File: config.mk
export PLATFORM = sky130hd
export DESIGN_NAME = bcd_down_counter_sync
export DESIGN_NICKNAME = d
export VERILOG_FILES = /design/src/rtl/bcd_down_counter_sync.sv
export SDC_FILE = /design/constraint.sdc
export NUM_CORES = 1
export LEC_CHECK = 0
export BUFFER_PORTS_ARGS = -buffer_cell sky130_fd_sc_hd__buf_4
export CAP_MARGIN = 10
export CORE_UTILIZATION = 46
export DETAILED_ROUTE_END_ITERATION = 8
export GPL_ROUTABILITY_DRIVEN = 0
export PLACE_DENSITY = 0.79
export SETUP_SLACK_MARGIN = 0.15
export SLEW_MARGIN = 20
export SYNTH_ARGS = -nofsm -noshare
export SYNTH_HDL_FRONTEND = slang
export SYNTH_SLANG_ARGS = --single-unit
export TNS_END_PERCENT = 100
File: constraint.sdc
create_clock -name clock -period 1.75 [get_ports clock]
set_clock_uncertainty 0.1 [all_clocks]
set_input_delay 0.175 -clock clock [delete_from_list [all_inputs] [get_ports clock]]
set_output_delay 0.175 -clock clock [all_outputs]
set_load 0.05 [all_outputs]
File: src/rtl/bcd_down_counter_sync.sv
// bcd_down_counter_sync
//
// Synchronous, cascadable BCD (decade) down-counter of DIGITS decimal digits.
// Every digit register clocks on the same rising edge, so the count never shows
// ripple skew.
//
// Parameters
//   DIGITS      number of BCD digits (1..8); the count is 4*DIGITS bits wide
//   WRAP        1 = roll over from all-0 to all-9, 0 = one-shot, stop at all-0
//
// Ports
//   clock       rising-edge clock
//   preset      asynchronous, active-high; forces every digit to 9
//   load        synchronous load strobe (wins over enable)
//   load_value  BCD value to load, digit i in bits [4i+3:4i]; digits above 9 clamp to 9
//   enable      count enable, one decrement per clock while high
//   count       registered BCD count
//   zero        high while count is all zeros
//   borrow      one-cycle pulse after wrapping from 0 to all 9s (WRAP=1 only)
//   done        sticky terminal flag, set on an enabled edge at zero (WRAP=0 only)
module bcd_down_counter_sync #(
  parameter int DIGITS = 2,
  parameter int WRAP   = 1
) (
  input  logic                  clock,
  input  logic                  preset,
  input  logic                  load,
  input  logic [4*DIGITS-1:0]   load_value,
  input  logic                  enable,
  output logic [4*DIGITS-1:0]   count,
  output logic                  zero,
  output logic                  borrow,
  output logic                  done
);

  localparam int W = 4 * DIGITS;
  localparam logic [W-1:0] NINES = {DIGITS{4'h9}};

  typedef enum logic [0:0] {
    RUN  = 1'b0,
    HALT = 1'b1
  } state_t;

  state_t         state_q;
  state_t         state_n;
  logic [W-1:0]   count_n;
  logic           borrow_n;
  logic           done_n;
  logic [W-1:0]   load_clamped;
  logic [W-1:0]   dec_value;

  assign zero = (count == '0);

  // Clamp each incoming digit so an illegal BCD code can never enter the count.
  always_comb begin
    load_clamped = '0;
    for (int i = 0; i < DIGITS; i++) begin
      load_clamped[4*i +: 4] = (load_value[4*i +: 4] > 4'd9) ? 4'd9 : load_value[4*i +: 4];
    end
  end

  // Decrement with a borrow chain that ripples through all digits combinationally:
  // a digit at 0 becomes 9 and keeps borrowing; the first nonzero digit absorbs it.
  always_comb begin
    logic chain;
    dec_value = count;
    chain     = 1'b1;
    for (int i = 0; i < DIGITS; i++) begin
      if (chain) begin
        if (count[4*i +: 4] == 4'd0) begin
          dec_value[4*i +: 4] = 4'd9;
        end else begin
          dec_value[4*i +: 4] = count[4*i +: 4] - 4'd1;
          chain               = 1'b0;
        end
      end
    end
  end

  // Next-state logic: load beats enable; borrow defaults low so it only lasts
  // the single cycle following a wrap.
  always_comb begin
    state_n  = state_q;
    count_n  = count;
    borrow_n = 1'b0;
    done_n   = done;
    if (load) begin
      count_n = load_clamped;
      done_n  = 1'b0;
      state_n = RUN;
    end else if (enable && (state_q == RUN)) begin
      if (zero) begin
        if (WRAP != 0) begin
          count_n  = NINES;
          borrow_n = 1'b1;
        end else begin
          done_n  = 1'b1;
          state_n = HALT;
        end
      end else begin
        count_n = dec_value;
      end
    end
  end

  // State and output registers; preset acts immediately without a clock edge.
  always_ff @(posedge clock or posedge preset) begin
    if (preset) begin
      state_q <= RUN;
      count   <= NINES;
      borrow  <= 1'b0;
      done    <= 1'b0;
    end else begin
      state_q <= state_n;
      count   <= count_n;
      borrow  <= borrow_n;
      done    <= done_n;
    end
  end

endmodule

Word level (Yosys, flattened, before mapping)
Cells that the tools add are included.
Word-level totals
  bits in registers: 9
  bits in latches: 0
  memory bits (writable): 0
  memory bits (read-only): 0
  input port bits: 12
  output and inout bits: 11
  logic and storage cells: 25
  memories kept: 0
Operators by class
  add/subtract/negate cells: 2
  multipliers: 0
  div/mod/pow operators: 0
  $lt $le $gt $ge: 2
  equality and inequality tests: 0
  shift-type cells: 0
  multiplexer cells: 12
  bitwise gates (word level): 0
  reductions and logical operators: 6
Operators by type and width (count)
  $mux 8: 3
  $mux 4: 5
  $gt 4x4->1 const B: 2
  $logic_not 4->1: 2
  $logic_not 8->1: 1
  $sub 4x1->4 const B: 2
  $mux 1: 4
  $reduce_bool 3->1: 1
  $reduce_and 2->1: 1
  $reduce_bool 2->1: 1

Logic depth before layout (Yosys ltp)
Gate-level depths: netlist (run 1).
  depth in word-level cells: 6
  depth in mapped cells: 6
  mapped depth without buffers: 6

Worst setup path after synthesis (run 1)
Ideal clock, no wire load.
  path kind: reg2reg
  from: register count[0]
  to: register borrow
  arrival: 1.791 ns
  path slack: -0.261 ns
  stages on the path, launching flop included: 6
  path buffers: 0
  cells stage by stage: dfstp_2 -> inv_1 -> ha_1 -> nor3b_4 -> and2_1 -> and3b_1
On the way
  longest elaborated chain between the ends: 4
RTL lines
  start, declared: line 30  | output logic [4*DIGITS-1:0] count,
  start signal, assigned: line 115  | count <= count_n;
  $logic_not 8->1: line 52  | assign zero = (count == '0);
  via zero: line 31  | output logic zero,
  $mux 1: line 92  | if (zero) begin
  $mux 1: line 91  | end else if (enable && (state_q == RUN)) begin
  $mux 1: line 87  | if (load) begin
  via borrow_n: line 47  | logic borrow_n;
  end signal, assigned: line 116  | borrow <= borrow_n;
  end, declared: line 32  | output logic borrow,
The timed path passes the listed nets, and every way through them passes these cells.
A chain may end at the register's enable or synchronous reset.

Worst setup path after layout (run 1)
  from: register count[0]
  to: output port zero
On the way
  longest elaborated chain between the ends: 1
RTL lines (line)
  $logic_not 8->1: 52
  end, declared: 31
Every way passes these cells.

==> results.cfg, run 1 <==
[power]
p_leak_nw = 0.4315
power_density_mw_per_mm2 = 982.2
power.total_uw = 924.2
peakVddDrop_mv = 0.6860

[synth]
synthCells = 68
synthSimpleGateAreaFrac_pct = 19.14
ys.warnings.count = 0
synth_edf_count = 0
postSynth.asyncResetShare_pct = 100.0
synth_top_family_by_area = compound AO/OA/AOI/OAI gates
muxShareOfSynthArea_pct = 1.646
yosysUniqueCellTypes = 32
synth-xor-area-share_pct = 0
syn-num-nets = 83
synth_compound_area_share_pct = 26.75
synth-seq-cells = 9
synth.avg_cell_area_um2 = 8.942
synthFlopType = dfrtp_1
synth_adder_area_share_pct = 6.173
syn-cell-area_um2 = 608.1
yosysSeqAreaShare_pct = 37.86

[status]
outcome = finished, violations left
violations = setup timing

[place]
io_buffers = 21
placed_cells = 100
hpwl_mm = 1.043
pre_cts_ws_ps = 72.90

[final_layout]
nets = 116
syn2layout_area_growth_pct = 54.73
fin_util_pct = 80.34
drive_above_1_share_pct = 52.00
diodes = 0
fin_cells = 114

[cts]
clkLatencyLatePin_ps = 270
cts_max_level = 1
cts_buffer_depth = 2
cts_made_buffers = 3
clock_sinks = 9
clk_pin_slew_ps = 60
clock-root-buffer = clkbuf_4
cts_tree = done

[floorplanning]
die_h_um = 38.36
dieWidth_um = 38.36
ios = 23
rows = 12
core-area_mm2 = 0.001171
initial_core_util_pct = 51.92
dieArea_mm2 = 0.001471

[setup_path]
path_class = reg2out
rr_endpoint = count[4]
ff2ff_path_depth = 7
critPathLaunch = count[0]
crit_path_end = zero
reg2reg_from = count[0]
crit_fanout = 3
worstPathArrival_ps = 1490
end_kind = primary output
required_ps = 1470
start_kind = flop
regToRegSetupSlack_ps = 10

[timing]
drv_slew = 0
finalSetupTns_ps = -13.41
worst_slack_ps = -13.41
min_period_over_period_pct = 100.8
rsz0062_at_grt = yes
hold_viol = 0
fmax_ghz = 0.5671
min_period_ps = 1763
setup_viol = 1

[global_route]
grt_max_degree = 18
grt_first_pass_wirelength_mm = 2.628
antenna_found_initial = 0
grt_pass1_vias = 591
track_usage_pct = 26.93
overflow = 0

[detailed_routing]
drt_iter0_drc = 28
ant_nets = 0
totalWireLength_mm = 1.738
wl_per_cell_um = 15.25
detail_route.vias_per_cell = 5.807
route.detailed.drc = 0
drtPass1Iterations = 4
vias = 662

[run]
cap_violations = 0

[worst_hold_path]
worst_hold_path_type = in2reg
## area by class of cell
| cell class | count | area (um^2) |
|---|---|---|
| Inverter | 8 | 32.53 |
| Sequential cell | 9 | 232.7 |
| Multi-Input combinational cell | 48 | 389.1 |
| Clock buffer | 4 | 26.28 |
| Tap cell | 14 | 17.52 |
| Fill cell | 72 | 230.2 |
| Timing Repair Buffer | 31 | 242.7 |
## stage by stage
step	area, um^2	hold slack [ps]
2_1_floorplan	628.1	-100.1
3_3_place_gp	785.8	61.09
3_5_place_dp	785.8	76.37
4_1_cts	888.4	25.79
5_1_grt	940.9	40.10
6_report	940.9	26.85
## registers in the layout (all words and copies together) (netlist names)
name and count:
count 8, borrow 1
## critical path: stages (launching register included)
cell and delay [ps]:
dfstp_2 540, inv_2 50, ha_4 160, nor3b_4 150
and2_4 170, buf_8 140
## cells by family after synthesis
logic type               count (synthesis)
other                                    1
adder cells (fa/ha/maj)                  3
AO/OA/AOI/OAI                           25
flip-flops                               9
AND/OR/NAND/NOR                         18
buffers and inverters                   11
multiplexers                             1
## cell usage after synthesis, types with 2 or more instances
| cell | number | area (um^2) |
|---|---|---|
| inv_1 | 8 | 30.03 |
| o21ai_0 | 7 | 35.03 |
| a21oi_1 | 6 | 30.03 |
| dfrtp_1 | 5 | 125.1 |
| dfstp_2 | 4 | 105.1 |
| nand2_1 | 4 | 15.01 |
| ha_1 | 3 | 37.54 |
| nor2b_1 | 3 | 18.77 |
| nor3_1 | 3 | 15.01 |
| a31oi_1 | 2 | 12.51 |
| buf_2 | 2 | 10.01 |
## layer usage
layer | share of wire [%] | up-vias | GRT usage [%] | wire, um
met2 | 46 | 33 | 46.61 | 800
met3 | 7.4 | 5 | 3.488 | 128
met5 | 0 | - | 0 | 0
met1 | 44 | 320 | 33.33 | 768
met4 | 2.4 | 0 | 11.21 | 41
li1 | - | 304 | - | -
## report_power, final
group,internal (mW),total (mW),switching (mW)
registers,0.252,0.295,0.0434
logic,0.194,0.456,0.262
clock network,0.0884,0.173,0.0846
## cell usage in the layout, fill, tap and decap left out, types with 4 or more instances in the layout
master	netlist	final
dfstp_2	4	4
a21oi_1	6	6
nand2_1	4	4
o21ai_0	7	4
buf_4	1	29
inv_1	8	4
o21ai_1	1	4
## worst min-delay path by stage
stage | from | end | slack (ps) | cells past startpoint
after floorplan | preset | borrow | -100 | 1
after global placement | preset | count[2] | 60 | 2
after detailed placement | preset | count[2] | 80 | 2
after CTS | load_value[1] | count[1] | 30 | 3
after global routing | load_value[1] | count[1] | 40 | 3
final | load_value[1] | count[1] | 30 | 3
## repair_timing
item / CTS / global route
hold buffers: 1 / 0
endpoints found under the hold margin: 5 / 0
buffers inserted: 4 / 5
pin swaps: 2 / 3
gates resized for setup: 8 / 5
endpoints found under the setup margin: 4 / 7
(Power assumes the default switching activity.)
==> inputs of run 2 (changes only) <==
Settings changed: MAX_ROUTING_LAYER set to met4.
Clock period 1.75 ns to 1.85 ns, I/O delays scaled along.
==> results.cfg, run 2 (same netlist as run 1, synthesis figures left out) <==
[cts]
clk_pin_slew_ps = 60
clock_sinks = 9
cts_max_level = 1
clock-root-buffer = clkbuf_4
clkLatencyLatePin_ps = 260
cts_buffer_depth = 2
cts_made_buffers = 3
cts_tree = done

[worst_hold_path]
worstHoldStart = load_value[1]
worst_hold_path_type = in2reg

[setup_path]
crit_fanout = 3
start_kind = flop
critPathLaunch = count[4]
required_ps = 1560
path_class = reg2out
worstPathArrival_ps = 1480
reg2reg_from = count[4]
end_kind = primary output

[final_layout]
layout_commonest_cell = buf_4
largest_register_ffs = 8
diodes = 0
regMostFlops = count
reg_top3 = count: 8 flops, borrow: 1 flops
fillers = 77
layout_common_cells = buf_4 (28), o21ai_0 (7), a21oi_1 (5)
syn2layout_area_growth_pct = 53.70
drive_above_1_share_pct = 53.54
nets = 115
finalInstanceArea_um2 = 934.6

[floorplanning]
core-area_mm2 = 0.001171
rows = 12
ios = 23
dieArea_mm2 = 0.001471
initial_core_util_pct = 51.92
dieWidth_um = 38.36
die_h_um = 38.36

[timing]
finalSetupTns_ps = 0
drv_slew = 0
setup_viol = 0
rsz0062_at_grt = yes
hold_viol = 0
min_period_over_period_pct = 95.35
fmax_ghz = 0.5669
min_period_ps = 1764

[place]
hpwl_mm = 1.021
io_buffers = 21
post_dp_cell_area_um2 = 785.8

[power]
power.total_uw = 848.7
power_density_mw_per_mm2 = 908.0
peakVddDrop_mv = 0.5502
p_leak_nw = 0.4283

[detailed_routing]
detail_route.vias_per_cell = 5.372
drt_iter0_drc = 7
ant_nets = 0
totalWireLength_mm = 1.490
wl_per_cell_um = 13.19
vias = 607
drtPass1Iterations = 4
route.detailed.drc = 0

[global_route]
grt_max_degree = 18
overflow = 0
antenna_found_initial = 0
grt_first_pass_wirelength_mm = 2.449
track_usage_pct = 25.97
grt_pass1_vias = 595

[run]
cap_violations = 0

[status]
outcome = finished clean
==> run 2: cell count changes in the layout (fill, tap and decap cells not counted), sizes merged <==
cell | previous run | this run
clkbuf | 4 | 3
clkinv | 0 | 1
buf | 30 | 29
==> run 2: per-layer routing <==
metal	vias to the layer above	global-route usage, %	routed length (um)
li1	305	-	-
met1	276	29.96	691
met2	24	41.53	689
met3	2	10.47	95
met4	0	7.759	14
met5	-	-	0
==> run 2: layout make-up <==
cell class,count,area (um^2),area share [%]
Timing Repair Buffer,30,235.2,25.17
Tap cell,14,17.52,1.874
Clock inverter,1,5.005,0.5355
Clock buffer,3,22.52,2.410
Inverter,8,30.03,3.213
Sequential cell,9,232.7,24.90
Multi-Input combinational cell,48,391.6,41.90
==> run 2: path summary, 6_finish.rpt <==
| kind | cells after the start | endpoint | slack [ps] |
|---|---|---|---|
| min reg2reg | 2 | count[7] | 450 |
| min in group asynchronous | 3 | count[2] | 340 |
| min | 3 | count[1] | 30 |
| max | 5 | zero | 90 |
| max in group asynchronous | 3 | count[7] | 1020 |
| max reg2reg | 6 | count[4] | 140 |
==> run 2: metrics by stage <==
stage	hold WS, ps	instances	utilization (%)	worst slack (ps)
floorplan	-90.08	68	-	63.53
global placement	68.67	100	67.09	112.3
detailed placement	69.69	100	67.09	138.1
CTS	24.62	110	76.60	102.3
global route	50.65	113	79.81	30.36
finish	29.69	113	79.81	86.08
==> run 2: critical path, stage by stage, from the launching register on <==
cell and delay, ps:
dfstp_2 540, inv_2 50, ha_4 160, nor3b_4 150
and2_4 170, buf_8 140
==> run 2: timing repair <==
action	4_1_cts	5_1_grt
endpoints found under the hold margin	5	0
pin swaps	1	2
hold buffers	1	0
setup buffers	5	3
cloned	0	0
resized for setup	8	3
endpoints found under the setup margin	1	4
==> run 2: power breakdown <==
part / switching [mW] / internal, mW
logic: 0.239 / 0.179
clock network: 0.0725 / 0.0799
registers: 0.0402 / 0.238
==> inputs of run 3 (changes only) <==
Settings changed: CORE_AREA set to 4 4 41 43, CORE_UTILIZATION 46 to unset, DIE_AREA set to 0 0 45 47, PLACE_DENSITY 0.79 to 0.78.
Clock period 1.85 ns to 2.3 ns, I/O delays scaled along.
==> results.cfg, run 3 (same netlist as run 1, synthesis figures left out) <==
[cts]
clkLatencyLatePin_ps = 270
clock_sinks = 9
cts_repair_resize_count = 0
cts_made_buffers = 3
clock-root-buffer = clkbuf_4
holdBufCountCts = 1
post_cts_buffers = 0
cts_buffer_depth = 2
cts_tree = done
cts_max_level = 1
clk_pin_slew_ps = 60

[final_layout]
layout_common_cells = buf_4 (21), inv_1 (8), o21ai_0 (7)
drive_above_1_share_pct = 34.07
nets = 107
regArea_um2 = 230.2
fillers = 120
finalInstanceArea_um2 = 803.3
reg_top3 = count: 8 flops, borrow: 1 flops
layout_commonest_cell = buf_4
syn2layout_area_growth_pct = 32.10
regMostFlops = count
multi_input_area_um2 = 330.3
largest_register_ffs = 8
diodes = 0

[global_route]
track_usage_pct = 14.47
grt_max_degree = 18
overflow = 0
grt_first_pass_wirelength_mm = 2.076
grt_pass1_vias = 510
antenna_found_initial = 0

[power]
p_leak_nw = 0.3804
power_density_mw_per_mm2 = 757.7
peakVddDrop_mv = 0.4570

[setup_path]
cpMaxStageDelayCell = dfstp_2
path_class = reg2out
max_stage_delay_ps = 580
crit_path_end = zero
worstPathCellList = inv_1, ha_1, nor3b_1, and2_1, buf_4
worstPathArrival_ps = 1670
required_ps = 1970
regToRegSetupSlack_ps = 530
reg2reg_from = count[0]
rr_endpoint = count[4]
crit_fanout = 5
ff2ff_path_depth = 6
end_kind = primary output
start_kind = flop
critPathBufInv = 2
critPathTopFamily = flip-flops
crit_cells = 5
critPathLaunch = count[4]

[timing]
hold_viol = 0
setup_viol = 0
rsz0062_at_grt = no
min_period_ps = 1996
fmax_ghz = 0.5011
finalSetupTns_ps = 0
min_period_over_period_pct = 86.77
worst_slack_ps = 304.3
fin_hold_ws_ps = 89.38
drv_slew = 0

[floorplanning]
dieWidth_um = 45
core-area_mm2 = 0.001301
rows = 13
dieArea_mm2 = 0.002115
die_h_um = 47
ios = 23
initial_core_util_pct = 46.73

[detailed_routing]
detail_route.vias_per_cell = 5.377
route.detailed.drc = 0
wl_per_cell_um = 12.64
vias = 570
drt_iter0_drc = 9
ant_nets = 0
totalWireLength_mm = 1.340
drtPass1Iterations = 4

[place]
post_dp_cell_area_um2 = 767.0
pre_cts_ws_ps = 515.9
io_buffers = 21
hpwl_mm = 1.082

[worst_hold_path]
worst_hold_path_type = in2reg

[status]
outcome = finished clean

[run]
cap_violations = 0
## run 3: cell types whose count changed in the layout (fill, tap and decap cells not counted), sizes merged
| cell | change |
|---|---|
| buf | -8 |
| clkbuf | +1 |
| clkinv | -1 |
## run 3: report_power, final
part / leakage, nW / switching, mW / internal, mW
Sequential: 0.107 / 0.0313 / 0.191
Clock: 0.0150 / 0.0553 / 0.0668
Combinational: 0.259 / 0.165 / 0.100
Total: 0.380 / 0.251 / 0.357
## run 3: how the worst min path moves through the flow
| stage | slack [ps] | to | cells past startpoint | startpoint |
|---|---|---|---|---|
| after CTS | 80 | count[1] | 3 | load_value[1] |
| after detailed placement | 110 | count[2] | 2 | preset |
| after global routing | 80 | count[3] | 3 | load_value[3] |
| after floorplan | -40 | borrow | 1 | preset |
| after global placement | 110 | borrow | 2 | preset |
| final | 90 | count[1] | 3 | load_value[1] |
## run 3: worst register-to-register path, cell delays in order, from the launching register on
cell	delay, ps
dfstp_2	560
inv_1	70
ha_1	220
nor3b_4	170
a21oi_2	300
a31oi_1	80
a22o_1	200
## run 3: area by class of cell
class / count / area share (%)
tap: 15 / 2.336
multi-input combinational: 48 / 41.12
sequential: 9 / 28.66
timing repair buffer: 22 / 20.87
clock buffer: 4 / 3.271
inverter: 8 / 3.738
## run 3: stage by stage
stage          power [mW]  utilization [%]  cells
5_1_grt            0.6504            61.73    106
3_5_place_dp       0.4882            58.94    101
2_1_floorplan      0.4094                -     68
4_1_cts            0.6131            61.73    106
6_report           0.6087            61.73    106
3_3_place_gp       0.4843            58.94    101
## run 3: per-layer routing
| layer | share of wire, % | GRT usage [%] | vias up | wire, um |
|---|---|---|---|---|
| li1 | - | - | 287 | - |
| met4 | 1.3 | 5.263 | 0 | 17 |
| met3 | 5.4 | 6.897 | 5 | 73 |
| met2 | 48 | 22.88 | 16 | 649 |
| met5 | 0 | - | - | 0 |
| met1 | 45 | 15.84 | 262 | 599 |
